<file path="src/rtl/hazard_scoreboard_p.sv">
// hazard_scoreboard_p: decode-stage hazard detection and operand forwarding.
// A shifting scoreboard tracks the destination registers of instructions in
// the DEPTH post-decode stages (1 = E ... DEPTH = W). For each source operand
// the youngest matching producer is selected. The producer's result is either
// forwarded from its stage result bus, or decode is stalled because the
// producer is a load whose data is not yet available.
//
// Ports:
//   clk, reset       rising-edge clock; asynchronous active-low reset
//   id_valid         decode holds a valid instruction
//   id_rs/_used      NSRC source register numbers and per-operand read enables
//   id_rd/_wen       destination register and its write enable
//   id_is_load       decode instruction is a load
//   flush            kill the decode instruction (taken branch/jump)
//   rf_data          register-file read data, one XLEN slice per operand
//   stage_data       result bus of stage k at [(k-1)*XLEN +: XLEN]
//   stall            hold PC and IF/ID; a bubble enters EX
//   fwd_sel          per operand: 0 = register file, k = stage k
//   op_out           forwarded operand values
//   perf_stalls      saturating count of stall cycles
module hazard_scoreboard_p #(
  parameter int unsigned XLEN     = 32,
  parameter int unsigned RADDR    = 5,
  parameter int unsigned DEPTH    = 3,
  parameter int unsigned LOAD_LAT = 2,
  parameter int unsigned NSRC     = 2
) (
  input  logic                     clk,
  input  logic                     reset,
  input  logic                     id_valid,
  input  logic [NSRC*RADDR-1:0]    id_rs,
  input  logic [NSRC-1:0]          id_rs_used,
  input  logic [RADDR-1:0]         id_rd,
  input  logic                     id_wen,
  input  logic                     id_is_load,
  input  logic                     flush,
  input  logic [NSRC*XLEN-1:0]     rf_data,
  input  logic [DEPTH*XLEN-1:0]    stage_data,
  output logic                     stall,
  output logic [NSRC*$clog2(DEPTH+1)-1:0] fwd_sel,
  output logic [NSRC*XLEN-1:0]     op_out,
  output logic [31:0]              perf_stalls
);

  localparam int unsigned SELW = $clog2(DEPTH + 1);

  typedef struct packed {
    logic             valid;
    logic [RADDR-1:0] rd;
    logic             wen;
    logic             is_load;
  } sb_entry_t;

  sb_entry_t       sb_q [1:DEPTH];
  logic [NSRC-1:0] blocked;
  logic            issue;

  // Per-operand youngest-producer search and forwarding mux.
  for (genvar gi = 0; gi < int'(NSRC); gi++) begin : g_src
    logic [RADDR-1:0] rs;
    logic             hit;
    logic             rdy;
    logic [SELW-1:0]  win;
    logic [XLEN-1:0]  win_data;

    assign rs = id_rs[gi*RADDR +: RADDR];

    // Scan oldest to youngest so the lowest-k match overwrites older ones.
    always_comb begin
      hit      = 1'b0;
      rdy      = 1'b0;
      win      = '0;
      win_data = '0;
      for (int k = int'(DEPTH); k >= 1; k--) begin
        if (sb_q[k].valid && sb_q[k].wen && (sb_q[k].rd == rs) &&
            (rs != '0) && id_rs_used[gi]) begin
          hit      = 1'b1;
          win      = SELW'(k);
          rdy      = !sb_q[k].is_load || (k >= int'(LOAD_LAT));
          win_data = stage_data[(k-1)*int'(XLEN) +: XLEN];
        end
      end
    end

    assign blocked[gi]                 = hit & ~rdy;
    assign fwd_sel[gi*SELW +: SELW]    = (hit & rdy) ? win : '0;
    assign op_out[gi*XLEN +: XLEN]     = (hit & rdy) ? win_data
                                                     : rf_data[gi*XLEN +: XLEN];
  end

  // Flush overrides the hazard; an invalid decode slot never stalls.
  assign stall = id_valid & ~flush & (|blocked);
  assign issue = id_valid & ~stall & ~flush;

  // Scoreboard shift (never holds; stall or flush injects a bubble) and stall counter.
  always_ff @(posedge clk or negedge reset) begin
    if (!reset) begin
      for (int k = 1; k <= int'(DEPTH); k++) begin
        sb_q[k] <= '0;
      end
      perf_stalls <= '0;
    end else begin
      if (issue) begin
        sb_q[1] <= '{valid: 1'b1, rd: id_rd, wen: id_wen, is_load: id_is_load};
      end else begin
        sb_q[1] <= '0;
      end
      for (int k = 2; k <= int'(DEPTH); k++) begin
        sb_q[k] <= sb_q[k-1];
      end
      if (stall && (perf_stalls != '1)) begin
        perf_stalls <= perf_stalls + 32'd1;
      end
    end
  end

endmodule

</file>
<file path="config.mk">
export PLATFORM = sky130hd
export DESIGN_NAME = hazard_scoreboard_p
export DESIGN_NICKNAME = d
export VERILOG_FILES = /design/src/rtl/hazard_scoreboard_p.sv
export SDC_FILE = /design/constraint.sdc
export NUM_CORES = 1
export LEC_CHECK = 0
export BUFFER_PORTS_ARGS = -buffer_cell sky130_fd_sc_hd__buf_2
export CORE_AREA = 3 3 109 111
export DETAILED_ROUTE_END_ITERATION = 8
export DIE_AREA = 0 0 112 114
export PLACE_DENSITY = 0.77
export SLEW_MARGIN = 20
export SYNTH_ARGS = -nofsm -noshare
export SYNTH_HDL_FRONTEND = slang
export SYNTH_SLANG_ARGS = --single-unit
</file>
<file path="constraint.sdc">
create_clock -name clk -period 2.9 [get_ports clk]
set_input_delay 0.29 -clock clk [delete_from_list [all_inputs] [get_ports clk]]
set_output_delay 0.29 -clock clk [all_outputs]
set_load 0.02 [all_outputs]
</file>
==> results of run 1 <==
## flip-flops by register name (all words and copies together) (netlist names)
name and count:
perf_stalls 32, sb_q 22
## routing by layer
metal,track usage [%],vias to the layer above,wire [microns]
li1,-,2677,-
met1,37.1,2715,7640
met4,7.29,22,562
met2,48.0,363,9520
met3,11.6,65,2510
met5,0,-,164
## final timing paths
check,depth (start not counted),slack [ps],end,startpoint
max,9,10,op_out[56],sb_q[2]
min,2,200,sb_q[21],id_rd[3]
max reg2reg,9,430,perf_stalls[8],sb_q[18]
min reg2reg,0,390,sb_q[1],sb_q[9]
max in group asynchronous,3,1660,perf_stalls[29],reset
min in group asynchronous,2,440,perf_stalls[15],reset
## power by group through the flow
stage	Clock, uW	Sequential [uW]	Combinational, uW
CTS	518	776	395
global placement	0	791	386
floorplan	0	788	152
global route	558	778	446
detailed placement	0	791	389
finish	510	777	414
## metrics by stage
| step | std cells | setup TNS (ps) | hold WS (ps) | power [uW] |
|---|---|---|---|---|
| floorplan | 554 | 0 | -5.59 | 940 |
| global placement | 965 | 0 | 238 | 1180 |
| detailed placement | 965 | 0 | 236 | 1180 |
| CTS | 976 | 0 | 199 | 1690 |
| global route | 987 | -1130 | 194 | 1780 |
| finish | 988 | 0 | 201 | 1700 |
## final cells by class
type	instances	area, sq um	area share [%]
diodes	4	10.0	0.148
well taps	140	175	2.59
inverters	4	15.0	0.222
clock buffers	5	68.8	1.02
flip-flops and latches	54	1350	20.0
repair buffers	326	1960	28.9
multi-input cells	452	3150	46.6
clock inverters	3	43.8	0.647
## cell usage in the layout, fill, tap and decap left out, types with 26 or more instances in the layout
cell       Yosys  final
buf_2         13    263
dfrtp_1       54     54
nand3_1       52     50
nand2_1       51     49
buf_4          2     43
xnor2_1       34     34
nor2_1        33     32
a21oi_1       30     29
o2bb2ai_1     30     28
xor2_1        26     26
## kinds of logic after synthesis
family | after synthesis | synth area share (%)
AOI/OAI and AO/OA | 164 | 27.1
buffers and inverters | 48 | 4.50
and+or+nand+nor | 222 | 25.4
muxes | 5 | 1.22
xor gates and xnor gates | 60 | 11.6
DFF | 54 | 29.9
adders and majority gates | 1 | 0.276
## timing repair
item / in CTS / in global routing
setup buffers: 2 / 7
gates resized for setup: 7 / 53
gates cloned: 0 / 1
hold buffers: 1 / 0
endpoints found under the hold margin: 18 / 0
setup endpoints to repair: 14 / 53
pin swaps: 2 / 27
==> results.txt, run 1 <==
----------------------------------------------------
[Synthesis]
  Mapped cell area ... 0.00453 sq mm
  Number of cells produced by synthesis ... between 500 and 600
  Dominant synthesized flop cell ... dfrtp_1
  Leading cell types by count after synthesis ... dfrtp_1, nand3_1, nand2_1
  Number of enable-type register cells in the synthesized netlist ... 0
  Leading post-synthesis cells by cell area ... dfrtp_1, xnor2_1, o2bb2ai_1
  Most common cell in the synthesized netlist ... dfrtp_1
  Net count after synthesis ... about 740
  Count of unique library cells instantiated by Yosys ... a little under 50
  Yosys reg bits ... 54
  Portion of the post-synthesis area used by sequential elements ... between 20 and 30%
  Post-synth top area cell ... dfrtp_1
  Yosys Warn Count ... 0
  Portion of synthesized cell area occupied by the leading cell type ... ~30%
  Avg Synthesized Cell Area ... 8.17 sq um
  Fraction of registers with async set or reset after synthesis ... between 90% and 100%

[Worst setup path]
  Largest delay share family, worst path ... simple AND/OR/NAND/NOR gates
  Worst Path Buf+Inv ... 3
  Highest-delay cell along the critical path ... dfrtp_1
  Crit path top cell by count ... buf_4
  Max stage delay on crit path ... around 400 ps
  Critical setup path kind ... reg2out
  Required time at the worst-slack endpoint ... roughly 2600 ps
  Cells along the critical path ... xor2_1, nor4_2, nand3_1, buf_4, a211oi_4, or2_4, buf_6, mux2i_1, buf_4
  Critical Path Source Type ... register
  Worst Setup End Kind ... output port
  Largest fanout of any net on the critical path ... 7
  Arrival time at the worst endpoint ... 2600 ps

[Clock tree]
  CTS sink cnt ... between 50 and 60
  H-tree level count ... 2
  Clock insertion delay at the later pin of the skew report ... slightly above 300 ps
  TritonCTS clock tree ... built
  Clk slew on worst S/H paths ... 100 ps
  Clock root buffer master ... clkbuf_8
  Num CTS Buffers ... 5
  Bufs on Longest Clock Path ... 2

[Routing]
  Drt total wl ... roughly 20 mm
  Post-route DRC violation count ... 0
  Total number of vias ... between 5,000 and 6,000
  Number of nets still failing antenna checks after routing ... 0
  Post-DR vias/cell ... between 5 and 6
  DRC marker count from the first detailed-route iteration ... around 560
  Detail-routed net length per standard cell ... a little over 20 microns
  Total iterations of the first detailed-routing run ... 5

[Global route]
  Global-route wire length before repair ... approximately 30 mm
  Total routing resource utilization after global routing ... between 20 and 30%
  Via count of the first global-routing pass ... 5,467
  Antenna violations before repair ... 15
  Overall overflow remaining after global route ... 0
  Pin count of the biggest net entering global routing ... 37

[Placement]
  Detailed placement HPWL ... around 16 mm
  Setup WS pre-CTS ... about 90 ps
  Number of buffers added on ports ... between 200 and 300
  Final RePlAce weighted congestion ... just under 1
  Placement-stage cell area ... around 0.0063 sq mm

[Pwr]
  Part of the total power dissipated in combinational logic ... roughly a quarter
  Cell area power density ... around 250 mW/mm^2
  Proportion of power drawn by the clock network ... 30.0%
  Cell-internal power ... ~1200 uW
  Reported leakage power ... between 0.003 and 0.004 uW
  Seq pwr share ... 45.7%
  Share of total power consumed by net switching ... about 28%
  NetSw ... ~480 uW
  Max VDD drop ... 0.310 mV

[Flow run]
  Reported max-cap violation count ... 0

[Timing]
  Count of final max-slew check failures ... 0
  Min Clock Period, post-route ... 2890 ps
  Peak Freq ... ~350 MHz
  Final Hold Violating Endpoints ... 0
  Fin crit share ... between 90% and 100%
  Worst Tran Pin Value ... just over 500 ps
  Post-route setup slack ... between 10 and 15 ps
  Slew headroom ... 66.0%
  Setup clock skew after layout ... 9.94 ps
  Setup violation total in the final timing report ... 0
  Setup repair after global routing missed its margin ... true

[Layout]
  Ratio of cells with drive above 1 in the final layout ... 44.4%
  Nets ... 1,027
  Fill cells ... 995
  Layout Cell Area excl Fill ... around 0.0068 sq mm
  Layout Utilization ... between 60% and 70%
  P&R area growth vs syn ... 49.6%

[Floorplanning]
  Vertical extent of the die ... roughly 110 microns
  Number of rows created at floorplan ... 38
  Die Width ... about 110 microns
  Top-level I/O count ... between 200 and 300
  Starting Density ... 41.6%
  Die Footprint ... ~0.013 sq mm
  Floorplan Core Area ... 0.0109 sq mm

[Run status]
  Result of the run ... finished clean

[Hold path]
  Hold Crit Class ... in2reg

----------------------------------------------------
(Power assumes the default switching activity.)
==> run 2: changes to the inputs <==
--- a/config.mk
+++ b/config.mk
@@ -10,6 +10,7 @@
 export DETAILED_ROUTE_END_ITERATION = 8
 export DIE_AREA = 0 0 112 114
 export PLACE_DENSITY = 0.77
+export RECOVER_POWER = 100
 export SLEW_MARGIN = 20
 export SYNTH_ARGS = -nofsm -noshare
 export SYNTH_HDL_FRONTEND = slang
==> run 2 against run 1 <==
Clock power about the same. Register-to-register slack got worse by 170 ps. First-iteration DRC count decreased by 3.4%. Global-route usage unchanged. Sequential share of layout area increased by 0.25 points. Critical path depth unchanged. Cell count decreased by 0.10%. Total power decreased by 0.16%. Sequential cell count unchanged. Sequential power about the same. Critical endpoint unchanged. Largest power group unchanged.
==> results.txt, run 2 (synthesized netlist as in run 1, its figures left out) <==
----------------------------------------------------
[Timing]
  Min Clock Period, post-route ... slightly below 3000 ps
  Worst Tran Pin Value ... between 900 and 1000 ps
  Setup clock skew after layout ... approximately 11 ps
  Peak Freq ... approximately 350 MHz
  Setup repair after global routing missed its margin ... true
  Setup violation total in the final timing report ... 0
  Count of final max-slew check failures ... 0
  Post-Route Setup TNS ... 0 ps
  Slew headroom ... 34.6%
  Fin crit share ... ~100%
  Final Hold Violating Endpoints ... 0

[Global route]
  Global-route wire length before repair ... about 30 mm
  Pin count of the biggest net entering global routing ... 37
  Busiest layer in global routing ... met2
  Total routing resource utilization after global routing ... 29.5%
  Overall overflow remaining after global route ... 0
  Met2 Resource Use GR ... 48.0%
  GR met3 Demand/Resource ... a little under an eighth
  Met1 Usage GRT ... 37.1%
  Via count of the first global-routing pass ... ~5,500
  Antenna violations before repair ... 15

[Layout]
  Nets ... roughly 1,000
  Most common library cell in the layout ignoring fill and taps ... buf_2
  P&R area growth vs syn ... 47.7%
  Largest registers ... perf_stalls (32), sb_q (22)
  Number of standard cells in the final layout excluding fillers ... a little under 1,000
  Max reg flops ... 32
  Commonest cells after routing, fill and taps aside ... buf_2, dfrtp_1, nand3_1, nand2_1, buf_4
  Register ranked first by flip-flop count ... perf_stalls
  Ratio of cells with drive above 1 in the final layout ... 39.7%

[Placement]
  Instance count after placement with tap cells included ... between 900 and 1,000
  Number of buffers added on ports ... 283
  Final RePlAce weighted congestion ... roughly 1
  Detailed placement HPWL ... approximately 16 mm

[Worst setup path]
  Required time at the worst-slack endpoint ... about 2600 ps
  Worst R2R End ... perf_stalls[8]
  FF-to-FF Start ... sb_q[18]
  Critical setup path kind ... reg2out
  Arrival time at the worst endpoint ... roughly 2600 ps
  Minimum setup slack among reg-to-reg paths ... 260 ps
  Worst Setup End Kind ... output port
  Critical Path Source Type ... register
  Largest fanout of any net on the critical path ... 7
  Number of cell instances on the worst register-to-register path ... 9

[Hold path]
  Destination of the worst hold path ... sb_q[21]
  Hold Crit Class ... in2reg
  Hold Startpoint ... id_rd[3]
  Hold depth ... 2

[Routing]
  Total iterations of the first detailed-routing run ... 8
  Detail-routed net length per standard cell ... ~21 microns
  Number of nets still failing antenna checks after routing ... 0
  Post-route DRC violation count ... 0
  DRC marker count from the first detailed-route iteration ... roughly 540
  Total number of vias ... 5,836
  Post-DR vias/cell ... around 5.9
  Drt total wl ... slightly above 20 mm

[Clock tree]
  Clock insertion delay at the later pin of the skew report ... 310 ps
  H-tree level count ... 2
  Clk slew on worst S/H paths ... approximately 100 ps
  CTS sink cnt ... 54
  Bufs on Longest Clock Path ... 2
  Num CTS Buffers ... 5
  Clock root buffer master ... clkbuf_8
  TritonCTS clock tree ... built

[Floorplanning]
  Starting Density ... approximately two fifths
  Number of rows created at floorplan ... 38
  Vertical extent of the die ... about 110 microns
  Die Footprint ... 0.0128 sq mm
  Die Width ... between 100 and 150 microns
  Floorplan Core Area ... between 0.01 and 0.015 sq mm
  Top-level I/O count ... 284

[Pwr]
  Reported leakage power ... approximately 0.0031 uW
  PnR Total Power ... ~1700 uW
  Max VDD drop ... ~0.32 mV
  Cell area power density ... between 200 and 300 mW/mm^2

[Flow run]
  Reported max-cap violation count ... 0

[Run status]
  Result of the run ... finished clean

----------------------------------------------------
run 2: cell count changes in the layout (fill, tap and decap cells not counted), sizes merged:
cell	previous run	this run
clkbuf	6	61
diode	4	3
buf	324	269
run 2: metal layers:
metal  part of all wire (%)  up-vias  wire length (microns)
met5                   0.84        -                    172
met4                    3.0       24                    620
met3                     12       73                   2480
met2                     47      365                   9530
met1                     37     2694                   7580
li1                       -     2680                      -
run 2: how the worst max path moves through the flow:
stage / from / end / slack [ps] / cells past startpoint
4_1_cts: sb_q[5] / op_out[25] / 0.7 / 8
2_1_floorplan: id_rs[6] / op_out[47] / 320 / 7
5_1_grt: sb_q[2] / op_out[56] / -110 / 9
6_report: sb_q[2] / op_out[56] / 10 / 9
3_3_place_gp: id_rs[1] / op_out[13] / 110 / 10
3_5_place_dp: id_rs[1] / op_out[13] / 90 / 10
run 2: worst max-delay path: stages, from the launching register on:
cell and delay, ps:
dfrtp_1 410, xor2_1 170, nor4_2 310, nand3_1 180, buf_4 180, a211oi_4 280
or2_4 240, buf_6 150, mux2i_1 200, buf_4 170
run 2: report_power, final:
part | total [uW] | switching, uW | internal [uW]
sequential | 777 | 12.1 | 765
combinational | 412 | 221 | 191
clock | 509 | 250 | 259
run 2: layout make-up:
type,count,area (sq um)
clock buffer,5,68.8
timing repair buffer,326,1890
inverter,4,15.0
clock inverter,3,43.8
fill,1018,4200
antenna,3,7.51
multi-input combinational,452,3140
sequential,54,1350
tap,140,175
run 2: repair_timing:
item,in CTS,in global routing
resized for setup,7,53
gates cloned,0,1
hold endpoints to repair,18,0
pin swaps,2,27
hold buffers,1,0
buffers inserted,2,7
setup endpoints to repair,14,53
run 2: through the flow:
step           instance area (sq um)  util (%)  worst slack, ps  hold slack (ps)
3_3_place_gp                    6300      57.9              112              238
4_1_cts                         6480      59.5            0.721              199
6_report                        6690      61.4             13.5              200
3_5_place_dp                    6300      57.9             91.3              236
2_1_floorplan                   4530         -              320            -5.59
5_1_grt                         6690      61.4             -112              194
==> run 3: changes to the inputs <==
==> constraint.sdc (replaced) <==
create_clock -name clk -period 2.9 [get_ports clk]
set_input_delay 0.435 -clock clk [delete_from_list [all_inputs] [get_ports clk]]
set_output_delay 0.435 -clock clk [all_outputs]
set_load 0.02 [all_outputs]
==> run 3 against run 2 <==
The run now ends with capacitance limit, slew limit, setup timing left. Clock power is 13% lower. First-iteration DRC count rose by 88%. Non-clock buffer count increased by 87. Total power up 4.5%. Global-route usage up 3.1 points. Via count up 20%. Largest cell class unchanged. Largest power group unchanged. Highest routed layer unchanged.
==> results.txt, run 3 (synthesized netlist as in run 1, its figures left out) <==
----------------------------------------------------
[Run status]
  Result of the run ... complete, but fails checks
  Violated checks ... capacitance limit, slew limit, setup timing

[Flow run]
  Reported max-cap violation count ... 1

[Timing]
  Worst Tran Pin Value ... 1700 ps
  Setup violation total in the final timing report ... 66
  Post-Route Setup TNS ... -10,520 ps
  Post-route setup slack ... -407 ps
  Slew headroom ... -13.3%
  Fin crit share ... 114%
  Count of final max-slew check failures ... 34
  Peak Freq ... approximately 300 MHz
  Min Clock Period, post-route ... ~3300 ps
  Final Hold Violating Endpoints ... 0
  Setup repair after global routing missed its margin ... true
  Setup clock skew after layout ... about 5.5 ps

[Layout]
  Max reg flops ... 32
  Commonest cells after routing, fill and taps aside ... buf_2, buf_4, buf_6, dfrtp_1, clkbuf_1
  Fill cells ... 691
  Ratio of cells with drive above 1 in the final layout ... between 50% and 60%
  Register ranked first by flip-flop count ... perf_stalls
  Most common library cell in the layout ignoring fill and taps ... buf_2
  Largest registers ... perf_stalls (32), sb_q (22)
  Nets ... approximately 1,100
  P&R area growth vs syn ... 95.5%

[Routing]
  Post-route DRC violation count ... 0
  Number of nets still failing antenna checks after routing ... 0
  Detail-routed net length per standard cell ... 26.0 microns
  Total number of vias ... 6,976
  Drt total wl ... about 28 mm
  Post-DR vias/cell ... between 6 and 7
  Total iterations of the first detailed-routing run ... 7
  DRC marker count from the first detailed-route iteration ... about 1,000

[Clock tree]
  CTS sink cnt ... 54
  Bufs on Longest Clock Path ... 2
  H-tree level count ... 2
  Clk slew on worst S/H paths ... 100 ps
  Num CTS Buffers ... 5
  Clock root buffer master ... clkbuf_8
  Number of buffers added to fix hold violations after cts ... 0
  TritonCTS clock tree ... built
  Clock insertion delay at the later pin of the skew report ... 300 ps

[Placement]
  Final RePlAce weighted congestion ... approximately 0.92
  Detailed placement HPWL ... between 15 and 20 mm
  Number of buffers added on ports ... roughly 280

[Worst setup path]
  Highest-delay cell along the critical path ... dfrtp_1
  Minimum setup slack among reg-to-reg paths ... about 250 ps
  Critical setup path kind ... reg2out
  Critical Path Source Type ... register
  Worst Setup End Kind ... output port
  Arrival time at the worst endpoint ... 2870 ps
  Largest delay share family, worst path ... simple AND/OR/NAND/NOR gates
  Max stage delay on crit path ... ~450 ps
  Cells along the critical path ... xnor2_1, nand4_1, nor3_4, a211oi_4, buf_6, or2_4, buf_12, buf_16, a31oi_4, buf_6
  Worst Path Buf+Inv ... 4
  Required time at the worst-slack endpoint ... 2470 ps
  Largest fanout of any net on the critical path ... 5
  Crit path top cell by count ... buf_6

[Global route]
  Overall overflow remaining after global route ... 0
  Pin count of the biggest net entering global routing ... 34
  Total routing resource utilization after global routing ... 32.6%
  Antenna violations before repair ... 14
  Global-route wire length before repair ... approximately 33 mm
  Via count of the first global-routing pass ... about 6,200

[Floorplanning]
  Vertical extent of the die ... around 110 microns
  Number of rows created at floorplan ... 38
  Die Footprint ... around 0.013 sq mm
  Starting Density ... slightly above 40%
  Die Width ... between 100 and 150 microns
  Top-level I/O count ... ~280
  Floorplan Core Area ... 0.0109 sq mm

[Pwr]
  Cell area power density ... around 200 mW/mm^2
  Max VDD drop ... around 0.27 mV
  Reported leakage power ... just under 0.004 uW
  PnR Total Power ... around 1800 uW

[Hold path]
  Hold Crit Class ... in2reg

----------------------------------------------------
## run 3: changes by cell type in the layout (fill, tap and decap cells not counted), sizes merged
cell / before / now
buf: 269 / 365
bufbuf: 0 / 1
bufinv: 1 / 0
clkbuf: 61 / 52
clkinv: 1 / 2
diode: 3 / 5
dlygate4sd3: 1 / 0
## run 3: per-layer routing
metal,global-route usage (%),part of all wire (%),vias to the layer above
li1,-,-,2873
met1,38.5,33,3257
met2,53.6,45,604
met3,12.5,13,222
met4,13.6,8.3,20
met5,0,0.48,-
## run 3: metrics by stage
step	hold slack [ps]	utilization (%)	instances	instance area, sq um	worst slack (ps)
4_1_cts	192	70.8	1044	7710	-97.2
3_5_place_dp	362	61.9	1008	6740	-167
2_1_floorplan	139	-	554	4530	29.9
5_1_grt	350	81.2	1075	8850	-461
3_3_place_gp	355	61.9	1008	6740	-172
6_report	356	81.3	1076	8850	-407
## run 3: power breakdown
group / total (uW) / switching, uW / internal (uW)
Sequential: 777 / 12.7 / 765
Combinational: 556 / 293 / 263
Clock: 441 / 261 / 179
## run 3: final cells by class
class | instances | area, sq um | share of cell area, %
antenna | 5 | 12.5 | 0.141
multi-input combinational | 452 | 3870 | 43.7
clock inverter | 3 | 28.8 | 0.325
tap | 140 | 175 | 1.98
sequential | 54 | 1350 | 15.3
inverter | 4 | 15.0 | 0.170
timing repair buffer | 413 | 3330 | 37.6
clock buffer | 5 | 68.8 | 0.778
## run 3: what timing repair did
action,in CTS,in global routing
pin swaps,20,69
setup endpoints to repair,64,68
gates resized for setup,125,204
setup buffers,24,25
cloned,6,8
## run 3: final timing paths
kind | start | cells after the start | end
min | id_wen | 2 | sb_q[17]
min in group asynchronous | reset | 1 | perf_stalls[3]
max | sb_q[22] | 10 | op_out[59]
max reg2reg | sb_q[18] | 11 | perf_stalls[8]
min reg2reg | sb_q[15] | 0 | sb_q[7]
max in group asynchronous | reset | 2 | sb_q[15]
